File: config.mk
export PLATFORM = sky130hd
export DESIGN_NAME = sdrc_req_arb
export DESIGN_NICKNAME = d
export VERILOG_FILES = /design/src/rtl/sdrc_req_arb.sv
export SDC_FILE = /design/constraint.sdc
export NUM_CORES = 1
export LEC_CHECK = 0
export ABC_AREA = 0
export CAP_MARGIN = 10
export CORE_AREA = 2 2 91 93
export DETAILED_ROUTE_END_ITERATION = 6
export DIE_AREA = 0 0 93 95
export PLACE_DENSITY = 0.78
export SLEW_MARGIN = 20
export SYNTH_ARGS = -nofsm -noshare
export SYNTH_HDL_FRONTEND = slang
export SYNTH_SLANG_ARGS = --single-unit
File: constraint.sdc
create_clock -name clk -period 4.1 [get_ports clk]
set_input_delay 1.025 -clock clk [delete_from_list [all_inputs] [get_ports clk]]
set_output_delay 1.025 -clock clk [all_outputs]
set_load 0.02 [all_outputs]
File: src/rtl/sdrc_req_arb.sv
// sdrc_req_arb: four-port round-robin arbiter sharing the SDRAM request generator's req/req_ack port.
// Optional build macro SDRC_ARB_P0_PRIO_EN gives port 0 strict priority, capped at P0_MAX_GNT grants in a row.
module sdrc_req_arb #(
   parameter int unsigned APP_AW = 30,
   parameter int unsigned APP_RW = 9,
   parameter int unsigned ID_W   = 4
`ifdef SDRC_ARB_P0_PRIO_EN
   ,
   parameter int unsigned P0_MAX_GNT = 4
`endif
) (
   input  logic                  clk,
   input  logic                  reset_n,
   input  logic [3:0]            cfg_port_en,
   input  logic [3:0]            p_req,
   input  logic [4*(ID_W-2)-1:0] p_id,
   input  logic [4*APP_AW-1:0]   p_addr,
   input  logic [4*APP_RW-1:0]   p_len,
   input  logic [3:0]            p_wr_n,
   input  logic [3:0]            p_wrap,
   output logic [3:0]            p_ack,
   output logic                  m_req,
   output logic [ID_W-1:0]       m_req_id,
   output logic [APP_AW-1:0]     m_req_addr,
   output logic [APP_RW-1:0]     m_req_len,
   output logic                  m_req_wr_n,
   output logic                  m_req_wrap,
   input  logic                  m_req_ack,
   output logic                  arb_idle,
   output logic [1:0]            grant_idx
);
   localparam int unsigned TAG_W = ID_W - 2;

   typedef enum logic {ARB_IDLE = 1'b0, ARB_GRANT = 1'b1} arb_state_t;

   arb_state_t state;
   logic [1:0] rr_ptr;
   logic [3:0] eligible;
   logic       accept;
   logic [1:0] rr_pick;
   logic [1:0] next_grant;

   assign eligible = p_req & cfg_port_en;
   assign accept   = (state == ARB_GRANT) && m_req_ack;

   // First eligible port at or after rr_ptr; the smallest offset wins.
   always_comb begin
      rr_pick = rr_ptr;
      for (int i = 3; i >= 0; i--) begin
         if (eligible[rr_ptr + 2'(i)]) rr_pick = rr_ptr + 2'(i);
      end
   end

`ifdef SDRC_ARB_P0_PRIO_EN
   logic [2:0] p0_cnt;
   logic       p0_skip;
   logic [1:0] hi_pick;

   assign p0_skip = (p0_cnt == 3'(P0_MAX_GNT)) && (eligible[3:1] != 3'b000);

   // Search restarted at port 1 when port 0 gives way for one round.
   always_comb begin
      hi_pick = 2'd1;
      for (int i = 3; i >= 1; i--) begin
         if (eligible[i]) hi_pick = 2'(i);
      end
   end

   always_comb begin
      next_grant = rr_pick;
      if (eligible[0]) next_grant = p0_skip ? hi_pick : 2'd0;
   end

   // Consecutive port-0 accepts; saturates at the cap until another port wins.
   always_ff @(posedge clk) begin
      if (!reset_n) begin
         p0_cnt <= 3'd0;
      end else if (accept) begin
         if (grant_idx != 2'd0)                 p0_cnt <= 3'd0;
         else if (p0_cnt != 3'(P0_MAX_GNT))     p0_cnt <= p0_cnt + 3'd1;
      end else if ((state == ARB_IDLE) && (eligible != 4'b0000) &&
                   (!eligible[0] || p0_skip)) begin
         p0_cnt <= 3'd0;
      end
   end
`else
   assign next_grant = rr_pick;
`endif

   // Arbitration state, grant lock and rotation pointer.
   always_ff @(posedge clk) begin
      if (!reset_n) begin
         state     <= ARB_IDLE;
         grant_idx <= 2'd0;
         rr_ptr    <= 2'd0;
         m_req     <= 1'b0;
      end else begin
         case (state)
            ARB_IDLE: begin
               if (eligible != 4'b0000) begin
                  grant_idx <= next_grant;
                  state     <= ARB_GRANT;
                  m_req     <= 1'b1;
               end
            end
            ARB_GRANT: begin
               if (m_req_ack) begin
                  rr_ptr <= grant_idx + 2'd1;
                  state  <= ARB_IDLE;
                  m_req  <= 1'b0;
               end
            end
            default: begin
               state <= ARB_IDLE;
               m_req <= 1'b0;
            end
         endcase
      end
   end

   always_comb begin
      p_ack = 4'b0000;
      if (accept) p_ack[grant_idx] = 1'b1;
   end

   assign arb_idle   = (state == ARB_IDLE) && (eligible == 4'b0000);
   assign m_req_id   = {grant_idx, p_id[int'(grant_idx) * TAG_W +: TAG_W]};
   assign m_req_addr = p_addr[int'(grant_idx) * APP_AW +: APP_AW];
   assign m_req_len  = p_len[int'(grant_idx) * APP_RW +: APP_RW];
   assign m_req_wr_n = p_wr_n[grant_idx];
   assign m_req_wrap = p_wrap[grant_idx];

endmodule

==> metrics <==
run status=complete, no violations; Async S/R FF share, synth=0; CTS-repair resized insts=0; WP data required=3.07 ns; Post CTS Setup Buffer Count=0; number of global-route vias before repair=about 2100; final wirelength=roughly 7.4 mm; worst skew pair latency=approximately 0.23 ns; Worst setup EP type=primary output; CTS buffer count=3; highest clock rate=between 0.2 and 0.3 GHz; RePlAce Congestion=0.7870; Max-Cap Viols=0; num rows=33; crit-path max FO=6; die height=approximately 95 um; Core Util, Final=0.4986; synth top area cells=mux4_2, mux4_1, dfxtp_1; Layout area overhead=162.2%; Clock transition at path regs=~0.040 ns; maximum vdd ir drop=~0.00014 V; Final Cycle Share=0.8871; TritonRoute pass-1 iters=4; mapped cell area=1508 sq um; CTS Hold Bufs=0; Mapped Avg Cell Area=between 10 and 15 sq um; diode count=0; leakage=between 1 and 1.5 nW; setup tns final=0 ns; largest net degree at the start of global routing=29; first-pass GRT wire length=around 11 mm; Clock Skews=0.002789 ns; min Tclk post-route=approximately 3.6 ns; Post-synth EDFFs=0; Seq/Total Area, Yosys=0.07967; initial antenna violation count=0; cell taking the most area after synthesis=mux4_2; initial core utilization=0.1902; Vias=between 2000 and 2500; Fin Hold WS=approximately 0.54 ns; synth warn=0; nets=around 530; Final Hold Vio Count=0; core footprint=between 7000 and 8000 sq um; RSZ-0062 raised after global routing=no; area share of the leading cell type in the synthesized netlist=0.5676; dominant synthesized flop cell=dfxtp_1; Seq cells post-synth=6; clk sinks=6; drt first-iter violations=36; measured slew at the worst slew-check pin=0.5303 ns; Congestion Overflow GR=0; Mapped Nets=between 200 and 300; DIE AREA=just under 9000 sq um; Distinct cells, synth=27; share of cells above drive strength 1=0.1424; CP Class=in2out; HP Class=reg2reg; DRC errors left=0; # setup viols final=0; CTS tree=built; reg2reg setup slack=between 2 and 3 ns; startpoint types=input port; max-slew violations=0; HPWL Detailed=6.427 mm; CP arrival=roughly 2.6 ns; PD cells=~190 nW/um^2; Cells after Synth=between 100 and 150; Total GRT Usage=0.1536; max_slew headroom=0.6465; level count of the clock H-tree=1; drt wl/cell=approximately 17 um; # port buffers=between 200 and 250; Vias per Instance=between 4 and 5; clk root buf=clkbuf_8; IO Pins=about 240; CTS Buffer Depth=2; post-route ant nets=0; Die Width=between 90 and 100 um
stage by stage:
stage	std cells	worst slack [ns]	power, mW	instance area [sq um]
after CTS	442	0.4573	0.7666	3953
after global routing	442	0.3782	0.8000	3953
final	442	0.4629	0.7567	3953
after floorplan	107	1.310	0.3434	1508
after global placement	438	0.4826	0.6582	3908
after detailed placement	438	0.4790	0.6665	3908
final cells by class:
| class | instances | area [sq um] |
|---|---|---|
| fillers | 714 | 3975 |
| clock buffers | 4 | 45.04 |
| repair buffers | 239 | 2395 |
| well taps | 105 | 131.4 |
| inverters | 2 | 7.507 |
| multi-input cells | 86 | 1249 |
| flip-flops and latches | 6 | 125.1 |
sequential cells by signal (all words and copies together) (netlist names):
register	count
grant_idx	2
m_req	1
rr_ptr	2
state	1
synthesized netlist by cell type (2+ instances only):
cell type,count
buf_2,5
o21ai_0,4
a21oi_1,3
dfxtp_1,6
nor2b_1,2
ha_1,4
a21boi_0,2
inv_1,2
mux4_1,5
nand2_1,12
mux4_2,38
and3_1,4
buf_12,3
buf_4,2
nand3_1,3
kinds of logic (layout without fill, tap and decap cells):
| logic type | count (synthesis) | count (layout) | share of synthesized area |
|---|---|---|---|
| compound gates | 15 | 15 | 0.06556 |
| fa+ha+maj | 4 | 4 | 0.03320 |
| simple gates | 24 | 24 | 0.07468 |
| mux | 43 | 43 | 0.6548 |
| buf+inv | 15 | 245 | 0.09211 |
| flops | 6 | 6 | 0.07967 |
layout by cell type, fill, tap and decap left out, types with 2 or more instances in the layout:
| cell | Yosys | layout |
|---|---|---|
| dfxtp_1 | 6 | 4 |
| ha_1 | 4 | 4 |
| a21boi_0 | 2 | 2 |
| nand2_1 | 12 | 12 |
| nand3_1 | 3 | 3 |
| clkbuf_8 | 0 | 3 |
| mux4_1 | 5 | 5 |
| inv_1 | 2 | 2 |
| mux4_2 | 38 | 38 |
| a21oi_1 | 3 | 3 |
| clkdlybuf4s50_1 | 0 | 235 |
| and3_1 | 4 | 4 |
| o21ai_0 | 4 | 4 |
| buf_4 | 2 | 3 |
| nor2b_1 | 2 | 2 |
power by group:
part | switching, mW | total [mW] | internal, mW
Clock | 0.0285 | 0.0956 | 0.0671
Sequential | 0.0242 | 0.0886 | 0.0643
Combinational | 0.200 | 0.573 | 0.373
routing by layer:
metal | global-route usage | wire length, um | vias to the layer above
met4 | 0.03676 | 116 | 0
met1 | 0.1629 | 2605 | 998
met3 | 0.04230 | 676 | 9
li1 | - | - | 934
met5 | 0 | 0 | -
met2 | 0.2995 | 4028 | 116
critical path, stage by stage:
cell and delay (ns):
clkdlybuf4s50_1 0.42, nand2_1 0.16, nand2_1 0.10, nor3_1 0.25, clkdlybuf4s50_1 0.65
worst paths after layout:
kind           startpoint         to  cells past startpoint
max              p_req[3]   arb_idle                      5
min                 m_req      m_req                      2
max reg2reg  grant_idx[1]  rr_ptr[1]                      4
min reg2reg         m_req      m_req                      2
No activity file was read; power rests on OpenSTA's default activity.
==> RTL edit 1 (same flow settings) <==
The option `SDRC_ARB_P0_PRIO_EN` is turned on by a define.
--- a/src/rtl/sdrc_req_arb.sv
+++ b/src/rtl/sdrc_req_arb.sv
@@ -1,5 +1,7 @@
 // sdrc_req_arb: four-port round-robin arbiter sharing the SDRAM request generator's req/req_ack port.
 // Optional build macro SDRC_ARB_P0_PRIO_EN gives port 0 strict priority, capped at P0_MAX_GNT grants in a row.
+`define SDRC_ARB_P0_PRIO_EN
+
 module sdrc_req_arb #(
    parameter int unsigned APP_AW = 30,
    parameter int unsigned APP_RW = 9,
Formal check against the unedited RTL: not equivalent (a bounded check fails within 4 cycles, from zero or initial values and one cycle with reset_n low).
==> RTL edit 1 against the original RTL <==
- wire length is 5.5% higher
- area after synthesis rose by 7.1%
- first-iteration DRC count rose to 2.6 times the old value
- final area grew 4.1%
- power grew 12%
- sequential cell count up 3
- setup slack lost 0.16 ns
- critical path depth stayed put
==> RTL edit 1: results (changes against the original RTL) <==
Clock network
  – Worst-Skew Late Latency: 0.24 ns
  – Max clock buf depth: 2 (unchanged)
  – TritonCTS Buffers: 3 (unchanged)
  – H-tree depth: 1 (unchanged)

Pwr
  – Peak VDD IR: 0.141 mV (-1.7%)
  – P_clk: 0.105 mW (+9.8%)
  – Pleak: 1.42 nW (+2.9%)
  – Comb pwr share: 73.4% (-2.3 points)
  – P_sw: 0.288 mW (+14%)
  – Total power: 0.850 mW (+12%)

Yosys
  – Synth Area in Adders: 4.65% (+1.3 points)
  – Syn avg cell area: 12.4 µm² (-12%)
  – Synth warn: 0 (unchanged)
  – Seq/Total Area, Yosys: 11.2% (+3.2 points)
  – Top_reg_cell synth: dfxtp_1
  – Most frequent cells after synthesis: mux4_2, nand2_1, dfxtp_1
  – Dominant cells by area after synthesis: mux4_2, dfxtp_1, ha_1
  – Yosys top cell area share: 60.0% (+3.2 points)
  – Synth Area in XOR/XNOR: 0% (unchanged)
  – Post-synth EDFFs: 0 (unchanged)
  – Compound-Gate Fraction of Synth Area: 9.14% (+2.6 points)
  – Mux cell area share after synthesis: 60.0% (-5.5 points)
  – Post-synth net total: 319 (+8.5%)

Placement
  – Placement Setup Slack: 0.303 ns (-0.176 ns)
  – IO Port Bufs: 235 (unchanged)
  – Cells after DPL: 459 (+4.8%)
  – Hpwl dp: 6680 µm (+3.9%)
  – Gpl congestion: 0.808 (+2.6%)
  – Placed cell areas: 0.00407 mm² (+4.2%)

Setup path
  – Worst Setup SP: p_req[1]
  – Arr. time, crit path: 2.77 ns (+0.16 ns)
  – Reg2reg path depth: 5 (+1)
  – Worst-path maximum fanout: 3 (-3)
  – Slowest stage delay, CP: 0.62 ns (-0.03 ns)

Layout
  – Fillers: 699 (-2.1%)
  – Nets: 548 (+4.4%)
  – Regs by FF count: p0_cnt x3, grant_idx x2, rr_ptr x2
  – Layout cells sized above 1: 14.2% (about the same)

Timing
  – Worst Skew: 0.00576 ns (+0.00297 ns)
  – Slew HR: 63.6% (-1.1 points)

GRT
  – Antenna violations before repair: 0 (unchanged)
  – Global-route wire length before repair: 11,100 µm (+3.3%)
  – All-layer global routing usage: 15.8% (+0.42 points)
  – Largest net degree at the start of global routing: 28 (-3.4%)

Detailed routing
  – Routed len/inst: 16.9 µm (+0.67%)
  – Detailed Routing Iterations Pass 1: 4 (unchanged)
  – Vias post-DR: 2,204 (+7.1%)
  – Routed length on met2: 4030 µm (about the same)
  – Post-Route M1 WL: 2960 µm (+14%)
  – Initial drt markers: 95 (+160%)
  – Wire length on met3: 786 µm (+16%)
  – Drt total wl: 7830 µm (+5.5%)

Status
  – Status: completed

Hold path
  – HP Start: p0_cnt[1]$_SDFFE_PN0P_
  – Hold path depth: 2 (unchanged)
-- RTL edit 1: cell count changes in the layout (fill, tap and decap cells not counted), sizes merged, moves of 2 or more --
cell,unedited run,this run
nor2,1,4
inv,2,6
nor2b,2,0
nand4,0,2
nand3b,0,2
ha,4,6
o211ai,0,2
a21oi,3,8
dfxtp,6,9
a311oi,0,2
-- RTL edit 1: area by class of cell --
type                       instances  area, µm²  area share, %
sequential                         9        185           4.50
clock buffer                       4       45.0           1.09
tap                              105        131           3.19
multi-input combinational        101       1330           32.4
inverter                           6       22.5          0.547
timing repair buffer             238       2400           58.3
-- RTL edit 1: metal layers --
layer,track usage (%),up-vias
met5,0,-
met4,1.96,0
li1,-,1015
met2,28.1,135
met3,4.07,9
met1,19.8,1045
-- RTL edit 1: path summary, 6_finish.rpt --
path                             to  slack [ns]
max                        arb_idle        0.30
min          p0_cnt[1]$_SDFFE_PN0P_        0.51
max reg2reg  p0_cnt[0]$_SDFFE_PN0P_        2.50
min reg2reg  p0_cnt[1]$_SDFFE_PN0P_        0.51
==> RTL edit 2 (same flow settings) <==
Without the edit above. Add an input register stage for `cfg_port_en`, without a reset; this delays it by one clock. The other inputs are not delayed to match.
--- a/src/rtl/sdrc_req_arb.sv
+++ b/src/rtl/sdrc_req_arb.sv
@@ -33,6 +33,12 @@
 
    typedef enum logic {ARB_IDLE = 1'b0, ARB_GRANT = 1'b1} arb_state_t;
 
+   logic [3:0] cfg_port_en_q;
+
+   always_ff @(posedge clk) begin
+      cfg_port_en_q <= cfg_port_en;
+   end
+
    arb_state_t state;
    logic [1:0] rr_ptr;
    logic [3:0] eligible;
@@ -40,7 +46,7 @@
    logic [1:0] rr_pick;
    logic [1:0] next_grant;
 
-   assign eligible = p_req & cfg_port_en;
+   assign eligible = p_req & cfg_port_en_q;
    assign accept   = (state == ARB_GRANT) && m_req_ack;
 
    // First eligible port at or after rr_ptr; the smallest offset wins.
Check against the original RTL: not equivalent (Yosys sat finds a counterexample within 4 cycles, from zero or initial values and one cycle with reset_n low).
==> RTL edit 2 against the original RTL <==
- setup slack gained 0.010 ns
- final area grew 2.4%
- wire length up 3.9%
- final cell count up 0.68%
- power rose by 10%
- fmax rose by 0.29%
- sequential cell count up 4
- count of clock-buffer cells in the layout stayed put
- area after synthesis rose by 5.3%
- worst hold slack got worse by 0.026 ns
- critical path type unchanged
- critical endpoint unchanged
- highest routed layer unchanged
==> RTL edit 2: results (changes against the original RTL) <==
Yosys
  – Most frequent cells after synthesis: mux4_2, nand2_1, dfxtp_1
  – Syn avg cell area: 14.3 µm² (+1.5%)
  – Dominant cells by area after synthesis: mux4_2, dfxtp_1, mux4_1
  – Mux cell area share after synthesis: 62.2% (-3.3 points)
  – Synth Area in Adders: 3.15% (-0.17 points)
  – Compound-Gate Fraction of Synth Area: 6.23% (-0.33 points)
  – Post-synth net total: 298 (+1.4%)
  – Seq/Total Area, Yosys: 12.6% (+4.6 points)
  – Register bit count reported by yosys: 10 (+4)
  – Synth warn: 0 (unchanged)
  – Asr flop ratio synth: 0% (unchanged)

GRT
  – Vias in the first global route: 2,104 (-1.0%)
  – Global-route wire length before repair: 11,100 µm (+3.5%)
  – Largest net degree at the start of global routing: 27 (-6.9%)
  – All-layer global routing usage: 16.1% (+0.70 points)

Clock network
  – TritonCTS Buffers: 3 (unchanged)
  – Worst-Skew Late Latency: 0.24 ns
  – Setup Fix Bufs, Post-CTS: 0 (unchanged)

Detailed routing
  – Drt total wl: 7710 µm (+3.9%)
  – Initial drt markers: 37 (+2.8%)
  – Post-DR vias/cell: 4.64 (-0.38%)
  – Routed len/inst: 17.3 µm (+3.2%)
  – Detailed Routing Iterations Pass 1: 6 (+2)

Setup path
  – Arr. time, crit path: 2.60 ns (about the same)
  – Worst-path maximum fanout: 6 (unchanged)
  – R2r setup slk: 2.66 ns (-0.05 ns)
  – FF-to-FF End: rr_ptr[1]$_SDFFE_PN0P_

Placement
  – Placed cell areas: 0.00399 mm² (+2.2%)
  – Gpl congestion: 0.869 (+10%)
  – Cells after DPL: 441 (+0.68%)
  – Hpwl dp: 6660 µm (+3.6%)
  – Placement Setup Slack: 0.492 ns (+0.0135 ns)

Pwr
  – Pwr dens: 206 mW/mm² (+7.4%)
  – Pleak: 1.42 nW (+2.7%)
  – Peak VDD IR: 0.191 mV (+33%)

Timing
  – Slew @ Worst Pin: 0.599 ns (+0.0684 ns)
  – Post-layout minimum cycle time: 3.63 ns (-0.0105 ns)
  – Worst hold slack: 0.516 ns (-0.0264 ns)
  – Worst Skew: 0.000757 ns (-0.00203 ns)

Layout
  – Regs by FF count: cfg_port_en_q x4, grant_idx x2, rr_ptr x2
  – Data buffer area share: 59.3% (-1.3 points)
  – Fillers: 711 (-0.42%)
  – Clk cell area share: 1.36% (+0.22 points)
  – Non-clk bufs: 238 (-0.42%)
  – Fraction of area in registers: 5.07% (+1.9 points)
  – Multi-input gate area: 0.00125 mm² (unchanged)
  – Nets: 528 (+0.57%)
  – Non-clock inverter count: 2 (unchanged)
  – Multi-input gates: 86 (unchanged)
  – Layout cells sized above 1: 14.1% (-0.13 points)

Hold path
  – Hold path depth: 2 (unchanged)
  – Worst Hold Endpoint: m_req$_SDFFE_PN0P_

Status
  – Status: completed

Floorplanning
  – Std-Cell Rows: 33 (unchanged)
==> RTL edit 2: cells by family (layout without fill, tap and decap cells) <==
kind of cell | count (synthesis) | count (layout)
buffers and inverters | 15 | 244
flip-flops | 10 | 10
adder cells (fa/ha/maj) | 4 | 4
AND/OR/NAND/NOR | 24 | 24
multiplexers | 43 | 43
AO/OA/AOI/OAI | 15 | 15
==> RTL edit 2: metal layers <==
metal / part of all wire [%] / GRT usage, % / vias to the layer above
li1: - / - / 944
met1: 36 / 18.4 / 1000
met2: 55 / 31.1 / 115
met3: 8.5 / 3.51 / 4
met4: 0.53 / 2.33 / 0
met5: 0 / 0 / -
==> RTL edit 2: where the power goes <==
group | switching [mW] | internal [mW] | total [mW]
sequential | 0.0235 | 0.105 | 0.129
clock | 0.0408 | 0.0846 | 0.125
combinational | 0.204 | 0.374 | 0.578
